===== config.mk =====
export PLATFORM = sky130hd
export DESIGN_NAME = hex_seg_mux
export DESIGN_NICKNAME = d
export VERILOG_FILES = /design/src/rtl/hex_seg_mux.sv
export SDC_FILE = /design/constraint.sdc
export NUM_CORES = 1
export LEC_CHECK = 0
export ABC_CLOCK_PERIOD_IN_PS = 2960
export BUFFER_PORTS_ARGS = -buffer_cell sky130_fd_sc_hd__buf_2
export CORE_AREA = 4 4 60 62
export DETAILED_ROUTE_END_ITERATION = 8
export DIE_AREA = 0 0 64 66
export GPL_ROUTABILITY_DRIVEN = 0
export PLACE_DENSITY = 0.79
export SYNTH_ARGS = -nofsm -noshare
export SYNTH_HDL_FRONTEND = slang
export SYNTH_SLANG_ARGS = --single-unit

===== constraint.sdc =====
create_clock -name clk -period 2.96 [get_ports clk]
set_clock_uncertainty 0.1 [all_clocks]
set_input_delay 0.592 -clock clk [delete_from_list [all_inputs] [get_ports clk]]
set_output_delay 0.592 -clock clk [all_outputs]
set_load 0.005 [all_outputs]

===== src/rtl/hex_seg_mux.sv =====
// Two-digit multiplexed 7-segment driver: shows hex_val as two hex digits on one
// shared segment bus, alternating digits every TOGGLE_CYCLES clocks with a blank gap.
module hex_seg_mux #(
    parameter int TOGGLE_CYCLES = 12000,
    parameter int BLANK_CYCLES  = 64
) (
    input  logic       clk,
    input  logic       rst,
    input  logic [7:0] hex_val,
    output logic       digit_sel,
    output logic [6:0] seg_pins
);

    localparam int CNT_W = (TOGGLE_CYCLES > 1) ? $clog2(TOGGLE_CYCLES) : 1;
    localparam logic [CNT_W-1:0] CNT_LAST  = CNT_W'(TOGGLE_CYCLES - 1);
    localparam logic [CNT_W-1:0] BLANK_LIM = CNT_W'(BLANK_CYCLES);

    logic [CNT_W-1:0] cnt_q, cnt_d;
    logic             digit_sel_q, digit_sel_d;
    logic [6:0]       seg_pins_q, seg_pins_d;
    logic [3:0]       nibble;

    // Active-high segment patterns, bit 0 = segment a ... bit 6 = segment g.
    function automatic logic [6:0] enc(input logic [3:0] n);
        case (n)
            4'h0: enc = 7'h3F;
            4'h1: enc = 7'h06;
            4'h2: enc = 7'h5B;
            4'h3: enc = 7'h4F;
            4'h4: enc = 7'h66;
            4'h5: enc = 7'h6D;
            4'h6: enc = 7'h7D;
            4'h7: enc = 7'h07;
            4'h8: enc = 7'h7F;
            4'h9: enc = 7'h6F;
            4'hA: enc = 7'h77;
            4'hB: enc = 7'h7C;
            4'hC: enc = 7'h39;
            4'hD: enc = 7'h5E;
            4'hE: enc = 7'h79;
            default: enc = 7'h71;
        endcase
    endfunction

    always_comb begin
        // NOTE: every output gets a default first so no path can infer a latch.
        cnt_d       = cnt_q + CNT_W'(1);
        digit_sel_d = digit_sel_q;
        if (cnt_q == CNT_LAST) begin
            cnt_d       = '0;
            digit_sel_d = ~digit_sel_q;
        end
        // Segments follow next-state values so they switch on the same edge as digit_sel.
        nibble     = digit_sel_d ? hex_val[7:4] : hex_val[3:0];
        seg_pins_d = enc(nibble);
        if ((BLANK_CYCLES > 0) && (cnt_d < BLANK_LIM))
            seg_pins_d = 7'h00;
    end

    // NOTE: sequential state uses non-blocking assignments so all flops update together.
    always_ff @(posedge clk or posedge rst) begin
        if (rst) begin
            cnt_q       <= '0;
            digit_sel_q <= 1'b0;
            seg_pins_q  <= 7'h00;
        end else begin
            cnt_q       <= cnt_d;
            digit_sel_q <= digit_sel_d;
            seg_pins_q  <= seg_pins_d;
        end
    end

    assign digit_sel = digit_sel_q;
    assign seg_pins  = seg_pins_q;

endmodule


==> results.md <==
* Mux share of post-synthesis cell area at 2.42%
* Slew margin rel. at 43.8%
* Most used routing layer: met2
* Total Routing Usage GR at about 18%
* Xor and xnor fraction of the mapped netlist area at under 10%
* Routed len/inst at 15.3 µm
* Worst EP required at 3070 ps
* Pwr/cell area at 308 mW/mm²
* Largest fanout on the critical path at 16
* Fmax at 0.356 GHz
* #FFs+latches synth at 22
* Ys Warns at 0
* Register area share after synthesis at between 30% and 40%
* Vias per Instance at about 5.7
* Met1 Use GR at 22.8%
* Unrepaired setup endpoints after global routing: false
* CTS H-tree lvls at 1
* Simple-gate area share of the yosys netlist at 27.5%
* Post-DRT Antenna Nets at 0
* Die area at 0.00422 mm²
* Core box area at slightly above 0.003 mm²
* Buffers on Ports at 17
* Mapped Avg Cell Area at 9.51 µm²
* Clk_lat worst skew at 310 ps
* N_diodes at 0
* Via count at about 1300
* Top Ports at 18
* Clock Tree Buf Depth at 2
* Synth Instances at 163
* Total power at 0.000527 W
* Synth Area in Compound Gates at ~17%
* Fin area at between 0.0015 and 0.002 mm²
* Starting Density at 51.2%
* CTS root buf: clkbuf_4
* Combinational family with the most area after synthesis: simple AND/OR/NAND/NOR gates
* Post-Route WL at roughly 3.5 mm
* Crit-path cells: and4bb_2 > and4_4 > xnor2_4 > buf_4 > nand2_1 > and2_4 > inv_1 > ha_1 > nand4b_1 > o21ai_0 > a2111oi_2
* Tightest Pin Transition at 843 ps
* Pleak at 0.772 nW
* P&R area growth vs syn at 10.6%
* Site Rows at 20
* CTS Buf Count at 3
* Fraction of layout cells with a size suffix above 1 at 25.3%
* Global-route wire length before repair at 5.96 mm
* Clock Pin Slew Worst Setup and Hold Paths at approximately 120 ps
* Mapped Area at roughly 0.0016 mm²
* WP data arrival at 2920 ps
* Final min period at 2810 ps
* Worst VDD drop at 0.136 mV
* Layout Cells excl Fill at 226
* Met3 GRT Util at 1.53%
* WS Path Type: reg -> reg
* Area share of fa/ha/maj cells after synthesis at 4.84%
* Num Clock Sinks at 22
* Initial antenna violation count at 0
* Slowest CP cell: dfrtp_1
* Nets at 199
* Worst Hold Class: in -> async
* Post-DP Area at about 0.0017 mm²
* Initial drt markers at 69
* Max_cap viols at 0
* Pins Over Slew Limit at 0
* Run status: finished clean
* TritonCTS clock tree: yes
* # hold bufs at CTS at 0
* First-pass DRT Iterations at 4
* # DRC at 0
* Synth async-reset ratio at 100%
* M2 GR Usage at 30.3%
* DP Cell Count at 220
* Final period utilization at 95.0%
* Largest net degree at the start of global routing at 23
* Post-synth EDFFs at 0
* Count of final hold-check violations at 0
* Final Setup Violations at 0
* Chip width at 64 µm
* Top_reg_cell synth: dfrtp_1
* Syn nets at 179
* DP Wirelength at 2.55 mm
* Startpoint Class: flop
* CP max stage delay at 480 ps
* Remaining Overflow, GRT at 0
* Vias in the first global route at 1271
* Cell variety after synth at 52
* Sum of negative setup slack at 0 ps
* Die Y at 66 µm
* Crit path capture type: flop
-- kinds of logic (layout without fill, tap and decap cells) --
group	Yosys count	in the layout
AO/OA/AOI/OAI	35	35
XOR/XNOR	10	10
adder cells (fa/ha/maj)	6	6
buffers and inverters	15	34
flip-flops	22	22
multiplexers	3	3
AND/OR/NAND/NOR	72	72
-- repair_timing --
| item | in CTS | in global routing |
|---|---|---|
| endpoints found under the setup margin | 1 | 3 |
| setup buffers | 1 | 1 |
| gates cloned | 0 | 0 |
| gates resized for setup | 0 | 3 |
-- per-layer routing --
layer | vias to the layer above | wire (µm)
met3 | 7 | 100
met2 | 30 | 1730
met5 | - | 0
met1 | 631 | 1560
met4 | 0 | 80
li1 | 629 | -
-- power breakdown --
part	total, W	internal (W)	leakage (nW)	switching [W]
registers	0.000300	0.000300	0.291	0
clock network	0.000170	0.0000752	0.0210	0.0000944
logic	0.0000570	0.0000207	0.460	0.0000363
-- placed cells by master (no fill, tap or decap), types with 3 or more instances in the layout --
cell	instances
dfrtp_1	21
nor2_1	12
and2_1	4
nand4_1	5
nand3_1	9
buf_2	17
ha_1	5
o21ai_0	11
xnor2_1	5
clkbuf_4	3
a21oi_1	5
buf_4	5
a211oi_1	4
nand2_1	15
xor2_1	4
nand3b_1	7
inv_1	8
-- worst max-delay path: cells and delay by family, from the launching register on --
family	cells	cell delay (ps)
adder cells (fa/ha/maj)	1	250
flip-flops	1	480
XOR/XNOR	1	70
AO/OA/AOI/OAI	2	490
AND/OR/NAND/NOR	5	1050
buffers and inverters	2	250
-- registers in the layout, summed over array words and instances (netlist names) --
name	cells
seg_pins	7
digit_sel	1
cnt_q	14
-- Yosys cell counts (all sizes together), types with 6 or more instances --
cell,count,share of area [%]
nand3b,7,3.4
nand2,15,3.6
xnor2,6,4.6
nand3,9,2.9
dfrtp,22,36
nor2,12,2.9
ha,6,4.8
nand4,6,3.4
buf,6,3.4
o21ai,13,4.9
and2,6,2.4
inv,8,1.9
-- area by class of cell --
class                           instances  area, µm²
Fill cell                             276       1310
Multi-Input combinational cell        126        918
Sequential cell                        22        552
Timing Repair Buffer                   22        123
Tap cell                               44       55.1
Clock buffer                            4       36.3
Inverter                                8       30.0
-- per-stage QoR --
stage / util, % / worst slack [ps] / hold WS [ps]
5_1_grt: 56.6 / 5.16 / 390
6_report: 56.6 / 149 / 322
2_1_floorplan: - / 215 / 384
3_5_place_dp: 54.7 / 27.0 / 431
4_1_cts: 56.2 / 13.5 / 344
3_3_place_gp: 54.7 / 249 / 408
-- path summary, 6_finish.rpt --
kind                       slack (ps)                from  depth (start not counted)                     to
hold / removal                    320                 rst                          2     cnt_q[4]$_DFF_PP0_
max in group asynchronous        1870                 rst                          2     cnt_q[1]$_DFF_PP0_
hold reg to reg                   460  cnt_q[4]$_DFF_PP0_                          1     cnt_q[4]$_DFF_PP0_
min in group clk                  460  cnt_q[4]$_DFF_PP0_                          1     cnt_q[4]$_DFF_PP0_
setup reg to reg                  150  cnt_q[8]$_DFF_PP0_                         11  seg_pins[0]$_DFF_PP0_
setup / recovery                  150  cnt_q[8]$_DFF_PP0_                         11  seg_pins[0]$_DFF_PP0_
Note: power is estimated with default switching activity, not from simulation.
